<file path="src/rtl/rr_x_in_arb_if.sv">
// Handshake bundle between requesters and the round-robin arbiter.
// Suffixes are from the arbiter's point of view.
interface rr_x_in_arb_if #(
    parameter int IO_SIZE = 5,
    parameter int IO_w    = 3
);
    logic [IO_SIZE-1:0] req_i;
    logic               release_i;
    logic [IO_SIZE-1:0] grant_o;
    logic               grant_vld_o;
    logic [IO_w-1:0]    grant_id_o;
    logic [IO_w-1:0]    ptr_o;

    // Requester side: drives requests and release, observes the grant.
    modport master (
        output req_i,
        output release_i,
        input  grant_o,
        input  grant_vld_o,
        input  grant_id_o,
        input  ptr_o
    );

    // Arbiter side.
    modport slave (
        input  req_i,
        input  release_i,
        output grant_o,
        output grant_vld_o,
        output grant_id_o,
        output ptr_o
    );
endinterface

</file>
<file path="src/rtl/rr_x_in_arb.sv">
// Round-robin arbiter: one registered one-hot grant held until released.
// Priority starts at ptr and wraps; ptr moves past the owner on release.
module rr_x_in_arb #(
    parameter int IO_SIZE = 5,
    parameter int IO_w    = 3
) (
    input  logic        clk,
    input  logic        rst,
    rr_x_in_arb_if.slave arb
);
    typedef enum logic {IDLE, BUSY} state_t;

    localparam logic [IO_w:0] SZ = (IO_w+1)'(IO_SIZE);

    state_t             state_q, state_d;
    logic [IO_w-1:0]    ptr_q, ptr_d;
    logic [IO_SIZE-1:0] grant_q, grant_d;
    logic [IO_w-1:0]    id_q, id_d;
    logic               vld_q, vld_d;

    logic [2*IO_SIZE-1:0] dbl;
    logic [IO_SIZE-1:0]   rot;
    logic [IO_w:0]        k;
    logic [IO_w:0]        sum;
    logic [IO_w:0]        nxt;
    logic [IO_w-1:0]      winner;
    logic                 owner_req;

    // Rotate req so bit ptr sits at bit 0, then pick the lowest set bit.
    always_comb begin
        dbl = {arb.req_i, arb.req_i} >> ptr_q;
        rot = dbl[IO_SIZE-1:0];
        k   = '0;
        for (int j = IO_SIZE - 1; j >= 0; j--) begin
            if (rot[j]) k = (IO_w+1)'(j);
        end
        sum = {1'b0, ptr_q} + k;
        if (sum >= SZ) sum = sum - SZ;
        winner = sum[IO_w-1:0];
        nxt = {1'b0, id_q} + 1'b1;
        if (nxt >= SZ) nxt = '0;
        owner_req = |(arb.req_i & grant_q);
    end

    // Next-state logic: grant in IDLE, hold in BUSY until a release event.
    always_comb begin
        state_d = state_q;
        ptr_d   = ptr_q;
        grant_d = grant_q;
        id_d    = id_q;
        vld_d   = vld_q;
        unique case (state_q)
            IDLE: begin
                if (|arb.req_i) begin
                    grant_d         = '0;
                    grant_d[winner] = 1'b1;
                    id_d            = winner;
                    vld_d           = 1'b1;
                    state_d         = BUSY;
                end
            end
            BUSY: begin
                if (arb.release_i || !owner_req) begin
                    grant_d = '0;
                    id_d    = '0;
                    vld_d   = 1'b0;
                    ptr_d   = nxt[IO_w-1:0];
                    state_d = IDLE;
                end
            end
            default: state_d = IDLE;
        endcase
    end

    // State register; reset overrides everything, including mid-grant.
    always_ff @(posedge clk) begin
        if (rst) begin
            state_q <= IDLE;
            ptr_q   <= '0;
            grant_q <= '0;
            id_q    <= '0;
            vld_q   <= 1'b0;
        end else begin
            state_q <= state_d;
            ptr_q   <= ptr_d;
            grant_q <= grant_d;
            id_q    <= id_d;
            vld_q   <= vld_d;
        end
    end

    assign arb.grant_o     = grant_q;
    assign arb.grant_vld_o = vld_q;
    assign arb.grant_id_o  = id_q;
    assign arb.ptr_o       = ptr_q;
endmodule
</file>
<file path="src/flat_wrapper.sv">
// flat-port wrapper written by rule: the top's interface ports become plain ports
module rr_x_in_arb_flat 
#(
    parameter int IO_SIZE = 5,
    parameter int IO_w    = 3
)
  (clk, rst, arb_req_i, arb_release_i, arb_grant_o, arb_grant_vld_o, arb_grant_id_o, arb_ptr_o);
  rr_x_in_arb_if #(.IO_SIZE(IO_SIZE), .IO_w(IO_w)) arb_i ();
  input  logic clk;
  input  logic rst;
  input wire logic [$bits(arb_i.req_i)-1:0] arb_req_i;
  input wire logic [$bits(arb_i.release_i)-1:0] arb_release_i;
  output wire logic [$bits(arb_i.grant_o)-1:0] arb_grant_o;
  output wire logic [$bits(arb_i.grant_vld_o)-1:0] arb_grant_vld_o;
  output wire logic [$bits(arb_i.grant_id_o)-1:0] arb_grant_id_o;
  output wire logic [$bits(arb_i.ptr_o)-1:0] arb_ptr_o;
  assign arb_i.req_i = arb_req_i;
  assign arb_i.release_i = arb_release_i;
  assign arb_grant_o = arb_i.grant_o;
  assign arb_grant_vld_o = arb_i.grant_vld_o;
  assign arb_grant_id_o = arb_i.grant_id_o;
  assign arb_ptr_o = arb_i.ptr_o;
  rr_x_in_arb #(.IO_SIZE(IO_SIZE), .IO_w(IO_w)) u_core (.clk(clk), .rst(rst), .arb(arb_i));
endmodule
</file>
<file path="config.mk">
export PLATFORM = sky130hd
export DESIGN_NAME = rr_x_in_arb_flat
export DESIGN_NICKNAME = d
export VERILOG_FILES = /design/src/rtl/rr_x_in_arb_if.sv /design/src/rtl/rr_x_in_arb.sv /design/src/flat_wrapper.sv
export SDC_FILE = /design/constraint.sdc
export NUM_CORES = 1
export LEC_CHECK = 0
export ABC_CLOCK_PERIOD_IN_PS = 3800
export CORE_MARGIN = 2
export CORE_UTILIZATION = 42
export DETAILED_ROUTE_END_ITERATION = 16
export HOLD_SLACK_MARGIN = 0.05
export PLACE_DENSITY = 0.78
export SLEW_MARGIN = 20
export SYNTH_ARGS = -nofsm -noshare
export SYNTH_HDL_FRONTEND = slang
export SYNTH_SLANG_ARGS = --single-unit
</file>
<file path="constraint.sdc">
create_clock -name clk -period 3.8 [get_ports clk]
set_input_delay 0.95 -clock clk [delete_from_list [all_inputs] [get_ports clk]]
set_output_delay 0.95 -clock clk [all_outputs]
set_load 0.03 [all_outputs]
</file>
Word level (Yosys, flattened, before mapping)
Cells that the tools add are included.
{"block": "classes", "eq_ne": 2, "muxes": 21, "bitwise": 2, "n_reduce_logical": 7, "n_addsub": 3, "order_cmp": 4, "n_shift": 1}
{"cell": "2-to-1 mux 4 bit", "n": 4}
{"cell": "2-to-1 mux 3 bit", "n": 5}
{"cell": "2-to-1 mux 5 bit", "n": 2}
{"cell": "case mux 5 bit (2 select lines)", "n": 1}
{"cell": "OR reduction 5 bit", "n": 2}
{"cell": "right shift 10 x 3 -> 5 bit", "n": 1}
{"cell": ">= comparator 4 x 3 -> 1 bit (second input constant)", "n": 2}
{"cell": "case mux 3 bit (2 select lines)", "n": 1}
{"cell": "bitwise AND 5 bit", "n": 1}
{"cell": "2-to-1 mux 1 bit", "n": 5}
{"cell": "adder 3 x 1 -> 4 bit (second input constant)", "n": 1}
{"cell": "adder 3 x 4 -> 4 bit", "n": 1}
{"cell": "less-than comparator 3 x 4 -> 1 bit (second input constant)", "n": 1}
{"cell": "case mux 1 bit (2 select lines)", "n": 2}
{"cell": "AND reduction 2 bit", "n": 2}
{"cell": "demux 1 bit (select 3 bit)", "n": 1}
{"cell": ">= comparator 3 x 1 -> 1 bit (second input constant)", "n": 1}
{"cell": "subtractor 3 bit (second input constant)", "n": 1}
{"cell": "!= test 2 x 1 -> 1 bit (second input constant)", "n": 1}
{"cell": "!= test 2 bit (second input constant)", "n": 1}
{"cell": "logical AND 1 bit", "n": 1}
{"cell": "logical NOT 1 bit", "n": 1}
{"cell": "logical OR 1 bit", "n": 1}
{"cell": "inverter 1 bit", "n": 1}
{"block": "totals", "output_inout_bits": 12, "register_bits": 13, "in_bits": 8}

Longest topological paths before layout
Gate-level depths: netlist of the first run.
{"block": "depth", "depth_word": 15, "depth_mapped": 15, "depth_no_buf": 14}

Worst setup path after synthesis of the first run
No wires, ideal clock.
{"block": "synth_timing", "path_kind": "input to register", "from": "input arb_req_i[4]", "to": "register u_core.grant_q[0], in the netlist u_core.arb.grant_o[0]", "n_path_buf": 0, "required_time_ps": 3729, "setup_ps": 71, "setup_slack_ps": -134, "t_arrival_ps": 3863, "cell_stages": 14, "cell_sequence": "mux2i_1 > and2_1 > a21o_1 > a21boi_0 > o32ai_1 > ha_1 > fa_1 > inv_1 > ha_1 > or2b_1 > a221oi_4 > mux2i_1 > or4_1 > a21oi_1"}
{"block": "synth_between", "elab_chain_cells": 15}
{"item": "from (decl)", "line": "flat_wrapper.sv:11", "rtl": "input wire logic [$bits(arb_i.req_i)-1:0] arb_req_i;"}
{"item": "right shift 10 x 3 -> 5 bit", "line": "rr_x_in_arb.sv:31", "rtl": "dbl = {arb.req_i, arb.req_i} >> ptr_q;"}
{"item": "2-to-1 mux 3 bit", "line": "rr_x_in_arb.sv:35", "rtl": "if (rot[j]) k = (IO_w+1)'(j);"}
{"item": "2-to-1 mux 4 bit (4 in a row)", "line": "rr_x_in_arb.sv:35"}
{"item": "adder 3 x 4 -> 4 bit", "line": "rr_x_in_arb.sv:37", "rtl": "sum = {1'b0, ptr_q} + k;"}
{"item": ">= comparator 4 x 3 -> 1 bit / subtractor 3 bit (equally long branches)", "line": "rr_x_in_arb.sv:38", "rtl": "if (sum >= SZ) sum = sum - SZ;"}
{"item": "2-to-1 mux 3 bit", "line": "rr_x_in_arb.sv:38"}
{"item": "less-than comparator 3 x 4 -> 1 bit (not written as such) / >= comparator 3 x 1 -> 1 bit (equally long branches)", "line": "rr_x_in_arb.sv:56", "rtl": "grant_d[winner] = 1'b1;"}
{"item": "logical AND 1 bit (not written as such)", "line": "rr_x_in_arb.sv:56"}
{"item": "2-to-1 mux 1 bit (not written as such)", "line": "rr_x_in_arb.sv:56"}
{"item": "demux 1 bit (select 3 bit)"}
{"item": "2-to-1 mux 5 bit", "line": "rr_x_in_arb.sv:54", "rtl": "if (|arb.req_i) begin"}
{"item": "case mux 5 bit (2 select lines)", "line": "rr_x_in_arb.sv:52", "rtl": "unique case (state_q)"}
{"item": "to (signal assigned)", "line": "rr_x_in_arb.sv:86", "rtl": "grant_q <= grant_d;"}
{"item": "to (decl)", "line": "rr_x_in_arb.sv:17", "rtl": "logic [IO_SIZE-1:0] grant_q, grant_d;"}
Several ways; a longest one is shown, not always the timed one. The select of a mux whose other input is x is not followed.
A chain may end at the register's enable or synchronous reset.

Worst setup path in the final report of the first run
{"block": "layout_timing", "from": "input arb_req_i[0]", "to": "register u_core.grant_q[3], in the netlist u_core.arb.grant_o[3]"}
The elaborated chain is that of the path after synthesis.

==> impl_metrics.py, run 1 <==
metrics = {
    "cts": {
        "clk_pin_slew_ns": 0.08,
        "cts_tree": "yes",
        "insertion_delay_ns": 0.28,
        "clock_sinks": 13,
        "clockBufferDepth": 2,
        "root_buffer": "clkbuf_4",
        "cts_max_level": 1,
        "numCtsBuffers": 3,
    },
    "timing": {
        "maxSlewHeadroom_pct": 66.5,
        "hold_viol": 0,
        "max_freq_mhz": 270,
        "skew_ns": 0.00701,
        "layout_min_cycle_time_ns": 3.70,
        "slew_violations": 0,
        "finalWorstSetupSlack_ns": 0.0986,
        "timing.final.crit_share_pct": 97.4,
        "tightest_slew_ns": 0.501,
        "setup_viol": 0,
    },
    "setup_path": {
        "rrSetupSlack_ns": 0.27,
        "slowest_delay_ns": 0.55,
        "path_cells": "buf_2, mux2_4, nor2_4, a21oi_2, a21oi_2, o32ai_2, ha_2, fa_1, inv_2, ha_4, or2b_1, a221oi_4, mux2i_2, buf_4, a32oi_1, nor2_1",
        "cp.required_ns": 4.02,
        "start_kind": "input pin",
        "cp_top_family": "adder cells",
        "r2r_end": "u_core.arb.grant_o[3]",
        "crit_path_top_delay_cell": "fa_1",
        "crit_path_end_kind": "register",
        "crit_top_cell": "a21oi_2",
        "r2r_cells": 14,
        "critPathKind": "input pin to register",
        "critPathBufInv": 3,
        "worstPathArrival_ns": 3.92,
        "timing.rr.start": "u_core.arb.ptr_o[1]",
        "crit_fanout": 4,
    },
    "yosys": {
        "synth_top_family_by_area": "compound AO/OA/AOI/OAI gates",
        "synth-seq-cells": 13,
        "async_reset_ff_share_pct": 0,
        "syn_nets": 143,
        "synth_cell_types": 38,
        "synth-xor-area-share_pct": 2.31,
        "netlist_instances": 127,
        "synth.top_cells.by_area": "dfxtp_1 24%, mux2i_1 11%, ha_1 8.1%",
        "synthTopCellsByCount": "13 x dfxtp_1, 13 x nor2_1, 12 x a21oi_1, 12 x mux2i_1, 8 x nand2_1",
        "synth.avg_cell_area_sq_um": 8.52,
        "synth_top_area_share_pct": 24.0,
        "synthAdderAreaFrac_pct": 9.94,
        "synth-simple-area-share_pct": 18.0,
        "synth-compound-area-share_pct": 26.5,
        "yosysTopAreaCell": "dfxtp_1",
        "ys_seq_area_share_pct": 24.0,
        "synth_edf_count": 0,
        "synth_area_sq_um": 1080,
        "synth_flop_cell": "dfxtp_1",
        "synth_warnings": 0,
        "synth_mux_area_share_pct": 14.2,
    },
    "min_path": {
        "hold_depth": 2,
        "hold_path_class": "register to register",
        "min_to": "u_core.arb.grant_o[2]",
        "holdCritStartpoint": "u_core.arb.grant_o[2]",
    },
    "pwr": {
        "power_leakage_uw": 0.000697,
        "vdd_drop_max_v": 0.000490,
        "p_per_area_nw_per_um2": 511,
    },
    "floorplan": {
        "die-width_microns": 54.8,
        "initial_utilization_pct": 44.1,
        "core_sq_um": 2450,
        "dieArea_sq_um": 3000,
        "ios": 20,
        "die_h_microns": 54.8,
        "rows": 18,
    },
    "detailed_routing": {
        "drtPass1Iterations": 4,
        "met2_length_microns": 1670,
        "vias": 1148,
        "post-route-drc-count": 0,
        "drt_iter0_drc": 35,
        "wl_per_cell_microns": 15.2,
        "ant_nets": 0,
        "vias_per_cell": 5.60,
        "drt-total-wl_microns": 3110,
        "drt-met1-wl_microns": 1300,
        "top_layer": "met4",
        "met3WireLength_microns": 105,
    },
    "place": {
        "port_buffers": 19,
        "placed_cells": 192,
        "hpwl_microns": 2290,
        "pre_cts_slack_ns": -0.801,
        "gp_congestion": 0.845,
    },
    "grt": {
        "gr-total-overflow": 0,
        "antenna_found_initial": 0,
        "grt_pass1_wl_microns": 4440,
        "grt_util_all_layers_pct": 20.8,
        "grt_pass1_vias": 1027,
        "grt_max_degree": 14,
    },
    "status": {
        "run_status": "completed",
    },
    "layout": {
        "post_layout_nonfiller_instances": 205,
        "final_nets": 192,
        "num_antenna_cells": 0,
        "area_delta_synth_final_pct": 57.1,
        "drive_gt1_share_pct": 38.3,
    },
    "run": {
        "maxCapViolations": 0,
    },
}
## report_power, final
part / total [uW] / internal [uW] / switching, uW
Clock: 84.9 / 39.1 / 45.7
Sequential: 188 / 160 / 28.3
Combinational: 596 / 295 / 301
Total: 868 / 493 / 375
## stage by stage
| stage | utilization, % | hold slack, ns | area, sq um | setup TNS, ns | total power, uW |
|---|---|---|---|---|---|
| after floorplan | - | 0.556 | 1120 | -0.0702 | 507 |
| after global placement | 60.3 | 0.468 | 1480 | -4.46 | 660 |
| after detailed placement | 60.3 | 0.479 | 1480 | -5.34 | 682 |
| after CTS | 65.5 | 0.489 | 1610 | 0 | 814 |
| after global routing | 69.3 | 0.507 | 1700 | -0.121 | 924 |
| final | 69.3 | 0.490 | 1700 | 0 | 868 |
## placed cells by master, fill, tap and decap left out, types with 3 or more instances in the layout
| cell type | n |
|---|---|
| a21oi_1 | 9 |
| nor3_1 | 3 |
| inv_1 | 5 |
| clkbuf_4 | 3 |
| nand3b_1 | 3 |
| clkdlybuf4s50_1 | 14 |
| a21oi_2 | 3 |
| dfxtp_1 | 12 |
| ha_1 | 4 |
| buf_4 | 30 |
| a21o_1 | 5 |
| nor2_1 | 11 |
| mux2i_4 | 3 |
| buf_6 | 5 |
| a22oi_1 | 3 |
| nand2_1 | 8 |
| mux2i_1 | 7 |
## cell type report
cell class              instances  area (sq um)
repair buffers                 50           427
clock inverters                 1          5.00
inverters                       6          22.5
multi-input cells             102           925
well taps                      30          37.5
fillers                       185           754
clock buffers                   3          22.5
flip-flops and latches         13           262
## worst max-delay path by stage
stage                            start               endpoint  depth (start not counted)
after floorplan           arb_req_i[3]  u_core.arb.grant_o[0]                         13
after global placement    arb_req_i[4]  u_core.arb.grant_o[0]                         14
after detailed placement  arb_req_i[4]  u_core.arb.grant_o[0]                         14
after CTS                 arb_req_i[1]  u_core.arb.grant_o[0]                         15
after global routing      arb_req_i[0]  u_core.arb.grant_o[3]                         16
final                     arb_req_i[0]  u_core.arb.grant_o[3]                         16
## worst register-to-register path, cell delays in order, from the launching register on
cell and delay [ns]:
dfxtp_2 0.49, mux2i_4 0.31, mux2_4 0.20, a21boi_1 0.21
o32ai_2 0.10, ha_2 0.20, fa_1 0.55, inv_2 0.07
ha_4 0.16, or2b_1 0.25, a221oi_4 0.27, mux2i_2 0.26
buf_4 0.16, a32oi_1 0.12, nor2_1 0.13
## state kept, by name (all words and copies together), names as in the netlist
register / flops
u_core.arb.ptr_o: 3
u_core.state_q: 1
u_core.arb.grant_id_o: 3
u_core.arb.grant_o: 5
u_core.arb.grant_vld_o: 1
## metal layers
layer,GRT usage (%),vias up
met5,0,-
met4,3.75,0
li1,-,573
met2,38.5,24
met1,24.2,547
met3,4.92,4
## timing repair
action                                  in CTS  in global routing
endpoints found under the setup margin       8                  6
pin swaps                                   10                  7
gates resized for setup                     43                 13
setup buffers                                5                  4
hold buffers                                 0                  0
## logic make-up after synthesis
group           count (synthesis)
mux                            15
buf+inv                        12
xor+xnor                        2
simple gates                   39
fa+ha+maj                       8
compound gates                 38
flops                          13
Power figures use the tool's default switching activity.
==> inputs of run 2 (changes only) <==
--- a/config.mk
+++ b/config.mk
@@ -9,8 +9,8 @@
 export CORE_MARGIN = 2
 export CORE_UTILIZATION = 42
 export DETAILED_ROUTE_END_ITERATION = 16
-export HOLD_SLACK_MARGIN = 0.05
 export PLACE_DENSITY = 0.78
+export SKIP_LAST_GASP = 1
 export SLEW_MARGIN = 20
 export SYNTH_ARGS = -nofsm -noshare
 export SYNTH_HDL_FRONTEND = slang
==> results of run 2 <==
Same layout as run 1: the final DEF is identical, and so are final timing and power.
